<file path="config.mk">
export PLATFORM = sky130hd
export DESIGN_NAME = reel_spin_driver
export DESIGN_NICKNAME = d
export VERILOG_FILES = /design/src/rtl/reel_spin_driver.sv
export SDC_FILE = /design/constraint.sdc
export NUM_CORES = 1
export LEC_CHECK = 0
export CAP_MARGIN = 40
export CORE_UTILIZATION = 50
export CTS_CLUSTER_DIAMETER = 60
export DETAILED_ROUTE_END_ITERATION = 10
export HOLD_SLACK_MARGIN = 0.05
export PLACE_DENSITY = 0.78
export SYNTH_ARGS = -nofsm -noshare
export SYNTH_HDL_FRONTEND = slang
export SYNTH_SLANG_ARGS = --single-unit
</file>
<file path="constraint.sdc">
create_clock -name clk -period 6.7 [get_ports clk]
set_input_delay 1.34 -clock clk [delete_from_list [all_inputs] [get_ports clk]]
set_output_delay 1.34 -clock clk [all_outputs]
set_load 0.03 [all_outputs]
</file>
<file path="src/rtl/reel_spin_driver.sv">
`default_nettype none
// ============================================================================
// reel_spin_driver: spins one slot reel through slot-bus register writes
// Rev 1.0 - initial release
// ============================================================================
module reel_spin_driver #(
  parameter int          SYM_H         = 64,
  parameter int          NUM_SYM       = 8,
  parameter int          MAX_SPEED     = 16,
  parameter int          MIN_SPEED     = 4,
  parameter int          CRUISE_FRAMES = 60,
  parameter int          TICK_Y        = 480,
  parameter logic [13:0] Y_ADDR        = 14'h2002,
  parameter logic [13:0] CTRL_ADDR     = 14'h2003,
  parameter logic [4:0]  SPIN_CTRL     = 5'b10000,
  parameter logic [4:0]  STOP_CTRL     = 5'b00000
) (
  input  logic                       clk,
  input  logic                       reset,
  input  logic [10:0]                x,
  input  logic [10:0]                y,
  input  logic                       start,
  input  logic [$clog2(NUM_SYM)-1:0] target,
  output logic                       cs,
  output logic                       write,
  output logic [13:0]                addr,
  output logic [31:0]                wr_data,
  output logic                       busy,
  output logic                       done,
  output logic [10:0]                offset
);
  localparam int               REEL_H     = SYM_H * NUM_SYM;
  localparam int               SPD_W      = $clog2(MAX_SPEED + 1);
  localparam int               CNT_W      = $clog2(CRUISE_FRAMES + 1);
  localparam logic [11:0]      REEL_H12   = 12'(REEL_H);
  localparam logic [SPD_W-1:0] MAX_SPD    = SPD_W'(MAX_SPEED);
  localparam logic [SPD_W-1:0] MIN_SPD    = SPD_W'(MIN_SPEED);
  localparam logic [CNT_W-1:0] CRUISE_CNT = CNT_W'(CRUISE_FRAMES);

  typedef enum logic [2:0] {
    S_IDLE, S_WR_SPIN, S_ACCEL, S_CRUISE, S_DECEL, S_CREEP, S_WR_STOP, S_FINISH
  } state_t;

  state_t           state;
  state_t           creep_entry;
  logic [SPD_W-1:0] speed;
  logic [SPD_W-1:0] spd_next;
  logic [CNT_W-1:0] frame_cnt;
  logic [CNT_W-1:0] cnt_next;
  logic [10:0]      tgt_off;
  logic [10:0]      off_next;
  logic [10:0]      move_off;
  logic [11:0]      dist_now;
  logic [11:0]      dist_next;
  logic             tick_prev;
  logic             tick_now;
  logic             tick;
  logic             moving;
  logic             creep_land;

  function automatic logic [10:0] wrap_add(input logic [10:0] a, input logic [SPD_W-1:0] b);
    logic [11:0] s;
    s = {1'b0, a} + 12'(b);
    if (s >= REEL_H12) s = s - REEL_H12;
    return s[10:0];
  endfunction

  // forward distance on the strip from 'from' to 'to'
  function automatic logic [11:0] wrap_dist(input logic [10:0] to, input logic [10:0] from);
    logic [11:0] d;
    d = {1'b0, to} - {1'b0, from};
    if (d[11]) d = d + REEL_H12;
    return d;
  endfunction

  always_comb begin
    tick_now = (x == 11'd0) && (y == 11'(TICK_Y));
    tick     = tick_now && !tick_prev;
    moving   = (state == S_ACCEL) || (state == S_CRUISE) ||
               (state == S_DECEL) || (state == S_CREEP);
    spd_next = speed;
    case (state)
      S_ACCEL:  spd_next = speed + SPD_W'(1);
      S_CRUISE: spd_next = MAX_SPD;
      S_DECEL:  spd_next = speed - SPD_W'(1);
      default:  spd_next = speed;
    endcase
    off_next    = wrap_add(offset, spd_next);
    dist_now    = wrap_dist(tgt_off, offset);
    dist_next   = wrap_dist(tgt_off, off_next);
    creep_land  = (state == S_CREEP) && (dist_now <= 12'(speed));
    move_off    = creep_land ? tgt_off : off_next;
    cnt_next    = frame_cnt + CNT_W'(1);
    creep_entry = (dist_next == 12'd0) ? S_WR_STOP : S_CREEP;
  end

  always_ff @(posedge clk) begin
    if (reset) begin
      state     <= S_IDLE;
      speed     <= '0;
      frame_cnt <= '0;
      tgt_off   <= '0;
      tick_prev <= 1'b0;
      cs        <= 1'b0;
      write     <= 1'b0;
      addr      <= '0;
      wr_data   <= '0;
      busy      <= 1'b0;
      done      <= 1'b0;
      offset    <= '0;
    end else begin
      tick_prev <= tick_now;
      cs        <= 1'b0;
      write     <= 1'b0;
      done      <= 1'b0;
      if (moving && tick) begin
        offset  <= move_off;
        cs      <= 1'b1;
        write   <= 1'b1;
        addr    <= Y_ADDR;
        wr_data <= {21'b0, move_off};
      end
      case (state)
        S_IDLE: begin
          if (start) begin
            tgt_off <= 11'(target * SYM_H);
            speed   <= '0;
            busy    <= 1'b1;
            cs      <= 1'b1;
            write   <= 1'b1;
            addr    <= CTRL_ADDR;
            wr_data <= {27'b0, SPIN_CTRL};
            state   <= S_WR_SPIN;
          end
        end
        S_WR_SPIN: state <= S_ACCEL;
        S_ACCEL: begin
          if (tick) begin
            speed <= spd_next;
            if (spd_next == MAX_SPD) begin
              frame_cnt <= '0;
              state     <= S_CRUISE;
            end
          end
        end
        S_CRUISE: begin
          if (tick) begin
            frame_cnt <= cnt_next;
            if (cnt_next == CRUISE_CNT)
              state <= (MAX_SPD == MIN_SPD) ? creep_entry : S_DECEL;
          end
        end
        S_DECEL: begin
          if (tick) begin
            speed <= spd_next;
            if (spd_next == MIN_SPD) state <= creep_entry;
          end
        end
        S_CREEP: begin
          if (tick && creep_land) state <= S_WR_STOP;
        end
        S_WR_STOP: begin
          cs      <= 1'b1;
          write   <= 1'b1;
          addr    <= CTRL_ADDR;
          wr_data <= {27'b0, STOP_CTRL};
          state   <= S_FINISH;
        end
        S_FINISH: begin
          busy  <= 1'b0;
          done  <= 1'b1;
          state <= S_IDLE;
        end
        default: state <= S_IDLE;
      endcase
    end
  end
endmodule
`default_nettype wire

</file>
# == Word level (Yosys, flattened, before mapping) ==
# Index checks and enable logic that the tools add are counted.
# W data, S select, Z words.
# word_totals
reg_bits,78
input_bits,28
out_inout_bits,61
wordCells,97
# classes
addsub,9
magnitude_cmp,2
eq_ne,20
n_mux,34
reduce_logical,21
# ops
op,count
$mux W32,2
$pmux W32 S2,1
$mux W14,2
$pmux W14 S2,1
$add A12 B10 Y12 const B,2
$mux W12,2
$mux W3,8
$pmux W3 S8,1
$sub A9 B11 Y12,2
$mux W11,2
$mux W6,3
$pmux W5 S3,1
$add A11 B5 Y12,1
$eq A3 B3 Y1 const B,4
$ge A12 B10 Y1 const B,1
$le A12 B5 Y1,1
$logic_not A12 Y1,1
$pmux W6 S2,1
$eq A11 B9 Y1 const B,1
$logic_not A11 Y1,1
$sub A11 B10 Y11 const B,1
$mux W5,2
$ne A2 B1 Y1 const B,5
$pmux W5 S2,1
22 further kinds,39

# == Longest topological paths before layout ==
# Gate-level depths: netlist (run 1).
# depth
depth_word,13
mapped_depth,30
mapped_depth_nobuf,28

# == Least setup slack after synthesis (run 1) ==
# Ideal clock, no wire load.
# synth_timing
path_type,flip-flop to flip-flop
from,reg state[2]
to,reg state[1]
setup_time_ps,91
t_arrival_ps,6020
t_required_ps,6609
slack_ps,589
stages_incl_launch_ff,31
path_buffers,2
period_less_slack_ps,6111
path_cell_list,dfxtp_1 -> buf_4 -> or3b_1 -> buf_6 -> xnor2_1 -> ha_1 -> or4_4 -> mux2i_4 -> mux2i_1 -> a221oi_4 -> ha_1 -> nor2_1 -> o21a_1 -> nor2_1 -> nand3_1 -> xnor2_1 -> ha_1 -> nand3_1 -> nor4b_1 -> o21ai_0 -> a211oi_1 -> nand2b_1 -> or3_1 -> a21oi_1 -> nor4_1 -> ha_1 -> nand2b_1 -> mux2i_1 -> a31o_2 -> a31oi_1 -> a311oi_1
# synth_between
elab_chain_len,13
elab_cells_between_ends,34
classes_between,4 x add/sub; 1 x order compare; 17 x eq/ne; 7 x mux; 5 x reduce/logical
# synth_rtl
item,line_no,source
from (decl),44,state_t state;
from (signal assigned),150,state <= (MAX_SPD == MIN_SPD) ? creep_entry : S_DECEL;
from (signal assigned),156,if (spd_next == MIN_SPD) state <= creep_entry;
$eq A3 B3 Y1 / $eq A3 B2 Y1 (equally long branches),"82, 123",
$pmux W5 S3,82,case (state)
$add A11 B5 Y12,63,"s = {1'b0, a} + 12'(b);"
$sub A11 B10 Y11 / $ge A12 B10 Y1 (equally long branches),64,if (s >= REEL_H12) s = s - REEL_H12;
$mux W11,64,
$sub A9 B11 Y12,71,"d = {1'b0, to} - {1'b0, from};"
$add A12 B10 Y12,72,if (d[11]) d = d + REEL_H12;
$mux W12,72,
$logic_not A12 Y1,94,creep_entry = (dist_next == 12'd0) ? S_WR_STOP : S_CREEP;
$mux W2,94,
$mux W3,156,
$mux W3,154,if (tick) begin
$pmux W3 S8,123,case (state)
# Several ways; a longest one is shown, not always the timed one. The select of a mux whose other input is x is not followed.
# A chain may end at the register's enable or synchronous reset.

# == Final worst setup path (run 1) ==
# Same ends and word-level chain as after synthesis.

==> results of run 1 <==
==> Yosys cell counts, types with 3 or more instances <==
library cell | n | area, um^2
a21oi_1 | 58 | 290.3
mux2i_1 | 5 | 50.05
a21o_1 | 4 | 30.03
and3_1 | 5 | 31.28
nor2b_1 | 4 | 25.02
o21ai_0 | 18 | 90.09
nand2_1 | 45 | 168.9
o22ai_1 | 3 | 18.77
nand3b_1 | 3 | 22.52
ha_1 | 24 | 300.3
o21ai_1 | 3 | 15.01
o211ai_1 | 7 | 52.55
clkbuf_1 | 18 | 67.56
nand3_1 | 10 | 50.05
xnor2_1 | 13 | 113.9
a31oi_1 | 4 | 25.02
dfxtp_1 | 78 | 1562
nor2_1 | 44 | 165.2
nor4_1 | 4 | 25.02
nand4_1 | 7 | 43.79
or2_2 | 4 | 25.02
xor2_1 | 3 | 26.28
nand2b_1 | 9 | 56.30
or3_1 | 9 | 56.30
a211oi_1 | 5 | 37.54
inv_1 | 23 | 86.33
nor3_1 | 15 | 75.07
and2_1 | 33 | 206.5
buf_4 | 3 | 22.52
o21a_1 | 5 | 37.54
nor4b_1 | 4 | 35.03
==> path summary, 6_finish.rpt <==
path                         startpoint  slack [ns]                    end  cells after the start
hold reg to reg   wr_data[7]$_SDFF_PP0_        0.46  wr_data[7]$_SDFF_PP0_                      2
hold / removal    wr_data[7]$_SDFF_PP0_        0.46  wr_data[7]$_SDFF_PP0_                      2
setup reg to reg  state[2]$_SDFFE_PP0P_        0.55  state[1]$_SDFFE_PP0P_                     28
setup / recovery  state[2]$_SDFFE_PP0P_        0.55  state[1]$_SDFFE_PP0P_                     28
==> metal layers <==
metal | global-route usage (%) | share of wire (%) | up-vias
li1 | - | - | 2023
met1 | 35.71 | 46 | 1937
met2 | 41.73 | 47 | 137
met3 | 5.878 | 6.0 | 13
met4 | 8.333 | 1.3 | 0
met5 | 0 | 0 | -
==> worst max-delay path: cells and delay by family (launching register included) <==
| kind | cells | cell delay (ns) |
|---|---|---|
| muxes | 3 | 0.49 |
| adders and majority gates | 4 | 1.07 |
| xor gates and xnor gates | 2 | 0.31 |
| DFF | 1 | 0.34 |
| AOI/OAI and AO/OA | 8 | 1.46 |
| and+or+nand+nor | 11 | 2.38 |
==> where the power goes <==
part | internal, W | total [W] | switching [W]
sequential | 0.000480 | 0.000493 | 0.0000128
combinational | 0.000140 | 0.000345 | 0.000205
clock | 0.000142 | 0.000346 | 0.000203
total | 0.000763 | 0.00118 | 0.000421
==> flip-flops by register name, indices dropped and copies added (netlist names), 3 cells and up <==
register   flops
addr          14
frame_cnt      6
offset        11
speed          5
state          3
tgt_off        3
wr_data       32
==> logic make-up after synthesis <==
| kind of cell | count (synthesis) |
|---|---|
| xor+xnor | 16 |
| mux | 7 |
| compound gates | 132 |
| flops | 78 |
| fa+ha+maj | 25 |
| buf+inv | 49 |
| simple gates | 214 |
==> per-stage QoR <==
stage | instances | setup WS, ns | cell area [um^2] | power (W) | hold slack (ns)
after detailed placement | 699 | 0.2732 | 5288 | 0.0008403 | 0.4427
after global routing | 715 | 0.07014 | 5507 | 0.001254 | 0.4848
after floorplan | 521 | 0.5893 | 4314 | 0.0007344 | 0.4403
final | 715 | 0.5483 | 5507 | 0.001184 | 0.4596
after global placement | 699 | 0.5719 | 5288 | 0.0008326 | 0.4406
after CTS | 715 | 0.2294 | 5474 | 0.001182 | 0.4591
==> area by class of cell <==
| type | instances | area (um^2) | area share [%] |
|---|---|---|---|
| Inverter | 24 | 90.09 | 1.636 |
| Tap cell | 105 | 131.4 | 2.386 |
| Multi-Input combinational cell | 394 | 2581 | 46.88 |
| Clock inverter | 7 | 62.56 | 1.136 |
| Sequential cell | 78 | 1562 | 28.36 |
| Timing Repair Buffer | 98 | 955.9 | 17.36 |
| Clock buffer | 9 | 123.9 | 2.249 |
==> metrics.csv, run 1 <==
metric,value,unit
vdd_drop_max,0.1243,mV
status,"finished, final reports clean",
p_per_area,215.0,nW/um^2
fmax,162.6,MHz
routed-via-count,4110,
synth-seq-cells,78,
layout_commonest_cell,clkdlybuf4s50_1,
slew_headroom,48.10,%
path_max_fanout,8,
cts_sinks,78,
clock_skew,0.01353,ns
cts.htree.levels,3,
fillers,703,
path_common_cell,ha_1,
ctsLongestPathBuffers,2,
drtAntennaViolNets,0,
clkSlewWorstSetupHoldPaths,0.10,ns
viasPerCell,5.748,
drive_above_1_share,7.869,%
wl_per_cell,15.88,um
syn_nets,574,
synth_edf_count,0,
worst_path_max_delay_cell,or4_4,
ctsHoldBuffers,0,
io_pins,89,
gp_congestion,0.9123,
seq_area_frac_synth,36.19,%
min_path_type,flop to flop,
final_nets,658,
portBuffers,88,
yosys.cell_types.count,72,
synth_xor_area_share,3.248,%
wirelength,11360,um
power.leakage,1.965,nW
final_cell_mix,"clkdlybuf4s50_1 (88), dfxtp_1 (78), a21oi_1 (57), nand2_1 (45), nor2_1 (43)",
post_cts.repair.setup_buffers,0,
cts_made_buffers,9,
ys_async_sr_fraction,0,%
grt_use_total,26.45,%
insertion_delay,0.36,ns
drv_cap,0,
end_kind,flop,
dp_hpwl,8462,um
synth_ff_type,dfxtp_1,
drv_slew,0,
synthAdderAreaFrac,7.425,%
die_area,9004,um^2
syn_to_final_growth,27.64,%
die_height,94.89,um
core_area,8299,um^2
start_kind,flop,
timing_hold_violations_final,0,
critical_path_class,flop to flop,
synth_cells,521,
root_buffer,clkbuf_8,
cp.required,6.95,ns
synth_compound_area_share,19.78,%
synthMuxAreaShare,1.943,%
yosysWarnings,0,
grt_pass1_vias,3790,
rsz0062_at_grt,no,
synth_top_family_by_area,simple AND/OR/NAND/NOR gates,
min_period_over_period,91.82,%
drt_iter0_markers,263,
n_antenna_cell,0,
cts_tree,done,
rows,33,
initial_utilization,51.98,%
netlist_area,4314,um^2
fp.dieW,94.89,um
crit_path_max_incr_delay,0.45,ns
grt_pass1_wl,18470,um
tns,0,ns
avgSynthCellArea,8.280,um^2
antenna_found_initial,0,
period_needed,6.152,ns
firstDrtPassIters,5,
worstMarginPinSlew,0.7588,ns
synth_simple_gate_area_share,26.68,%
gr-total-overflow,0,
setup_violations,0,
final_util,66.35,%
grt_max_degree,39,
cts_resized,0,
drc_errors,0,
crit_arrival,6.41,ns
Power figures use the tool's default switching activity.
==> run 2, diff against run 1 <==
==> constraint.sdc (replaced) <==
create_clock -name clk -period 6.7 [get_ports clk]
set_input_delay 0.67 -clock clk [delete_from_list [all_inputs] [get_ports clk]]
set_output_delay 0.67 -clock clk [all_outputs]
set_load 0.03 [all_outputs]
==> results of run 2 <==
Same layout as run 1: the final DEF is identical, and so are final timing and power.
==> run 3, diff against run 2 <==
--- a/config.mk
+++ b/config.mk
@@ -6,11 +6,12 @@
 export NUM_CORES = 1
 export LEC_CHECK = 0
 export CAP_MARGIN = 40
-export CORE_UTILIZATION = 50
+export CORE_UTILIZATION = 52
+export CTS_BUF_LIST = sky130_fd_sc_hd__clkbuf_16
 export CTS_CLUSTER_DIAMETER = 60
 export DETAILED_ROUTE_END_ITERATION = 10
 export HOLD_SLACK_MARGIN = 0.05
-export PLACE_DENSITY = 0.78
+export PLACE_DENSITY = 0.81
 export SYNTH_ARGS = -nofsm -noshare
 export SYNTH_HDL_FRONTEND = slang
 export SYNTH_SLANG_ARGS = --single-unit
==> run 3 against run 2 <==
Compared with the run above: flip-flop and latch count is the same; final area rose by 2.6%; final cell count decreased by 0.14%; non-clock buffer count increased by 2; sequential power about the same; highest routed layer unchanged.
==> metrics.csv, run 3 (same netlist as run 1, synthesis figures left out) <==
metric,value,unit
tns,0,ns
ctsLongestPathBuffers,2,
grt_max_degree,39,
final_util,71.65,%
critical_path_class,flop to flop,
cts_tree,done,
drt_iter0_markers,314,
rows,32,
p_total,0.001350,W
wirelength,11520,um
syn_to_final_growth,31.00,%
cts_made_buffers,9,
drc_errors,0,
start_kind,flop,
ctsHoldBuffers,0,
viasPerCell,5.789,
clkPwrFrac,37.4,%
gr-total-overflow,0,
clock_skew,0.01042,ns
min_period_over_period,92.29,%
end_kind,flop,
power.leakage,2.038,nW
pwr-share-comb,26.0,%
routed-via-count,4133,
vdd_drop_max,0.2438,mV
drv_slew,0,
wl_per_cell,16.13,um
portBuffers,88,
largest_registers,"wr_data: 32 flops, addr: 14 flops, offset: 11 flops",
io_pins,89,
fmax,161.7,MHz
clkSlewWorstSetupHoldPaths,0.07,ns
n_antenna_cell,0,
firstDrtPassIters,5,
final_nets,660,
root_buffer,clkbuf_16,
slew_headroom,49.65,%
holdWs,0.4592,ns
drtAntennaViolNets,0,
grt_use_total,27.62,%
status,"finished, final reports clean",
crit_path_max_incr_delay,0.45,ns
timing_hold_violations_final,0,
gp_congestion,0.9152,
drv_cap,0,
p_sw,0.0004294,W
min_path_type,flop to flop,
grt_pass1_wl,19110,um
crit_arrival,6.41,ns
die_area,8665,um^2
path_common_cell,ha_1,
setup_violations,0,
layout_commonest_cell,clkdlybuf4s50_1,
core_area,7888,um^2
rsz0062_at_grt,no,
p_per_area,238.8,nW/um^2
final_area,5652,um^2
drive_above_1_share,8.170,%
path_max_fanout,8,
antenna_found_initial,0,
fp.dieW,93.09,um
initial_utilization,54.70,%
period_needed,6.183,ns
internal_power,0.0009201,W
final_cell_mix,"clkdlybuf4s50_1 (88), dfxtp_1 (78), a21oi_1 (57), nand2_1 (45), nor2_1 (43)",
cts.htree.levels,3,
sw_frac_of_total,31.82,%
worst_path_max_delay_cell,or4_4,
power_frac_seq,36.5,%
cts_sinks,78,
worstMarginPinSlew,0.7362,ns
largest_reg_flops,32,
insertion_delay,0.33,ns
grt_pass1_vias,3958,
die_height,93.09,um
top_register,wr_data,
cp.required,6.93,ns
dp_hpwl,8317,um
place_area,5291,um^2
## run 3: cell count changes in the layout (fill, tap and decap cells not counted), sizes merged
| cell | previous run | this run |
|---|---|---|
| bufinv | 0 | 1 |
| inv | 27 | 26 |
| buf | 10 | 12 |
| clkinv | 1 | 2 |
| clkinvlp | 3 | 2 |
## run 3: worst max-delay path: cells and delay by family, from the launching register on
kind / cells / cell delay [ns]
AND/OR/NAND/NOR: 10 / 2.27
buffers and inverters: 1 / 0.18
multiplexers: 3 / 0.52
XOR/XNOR: 2 / 0.29
adder cells (fa/ha/maj): 4 / 1.10
flip-flops: 1 / 0.31
AO/OA/AOI/OAI: 9 / 1.45
## run 3: per-stage QoR
| step | instances | setup slack [ns] |
|---|---|---|
| floorplan | 521 | 0.5893 |
| global placement | 697 | 0.5113 |
| detailed placement | 697 | 0.2789 |
| CTS | 713 | 0.2540 |
| global route | 714 | 0.03522 |
| finish | 714 | 0.5167 |
## run 3: timing repair
action	in CTS	in global routing
endpoints found under the setup margin	0	2
setup buffers	0	1
resized for setup	0	8
## run 3: layout make-up
type / count / area [um^2]
timing repair buffer: 100 / 970.9
sequential: 78 / 1562
fill: 568 / 2236
multi-input combinational: 394 / 2586
tap: 102 / 127.6
clock inverter: 7 / 90.09
clock buffer: 9 / 225.2
inverter: 24 / 90.09
## run 3: power by group through the flow
| stage | clock, W | sequential, W | combinational [W] |
|---|---|---|---|
| finish | 0.000505 | 0.000493 | 0.000351 |
| global route | 0.000528 | 0.000494 | 0.000385 |
| CTS | 0.000511 | 0.000492 | 0.000338 |
| detailed placement | 0 | 0.000503 | 0.000335 |
| global placement | 0 | 0.000502 | 0.000329 |
| floorplan | 0 | 0.000521 | 0.000214 |
## run 3: metal layers
layer	vias up	part of all wire, %	track usage, %
met5	-	0	0
li1	2020	-	-
met1	1937	43	35.43
met4	0	1.5	7.949
met3	17	8.2	7.561
met2	159	47	45.34
## run 3: worst paths after layout
check	start	to	slack, ns	cells past startpoint
min	wr_data[22]$_SDFF_PP0_	wr_data[22]$_SDFF_PP0_	0.46	1
max reg2reg	state[0]$_SDFFE_PP0P_	state[1]$_SDFFE_PP0P_	0.52	29
min reg2reg	wr_data[22]$_SDFF_PP0_	wr_data[22]$_SDFF_PP0_	0.46	1
max	state[0]$_SDFFE_PP0P_	state[1]$_SDFFE_PP0P_	0.52	29
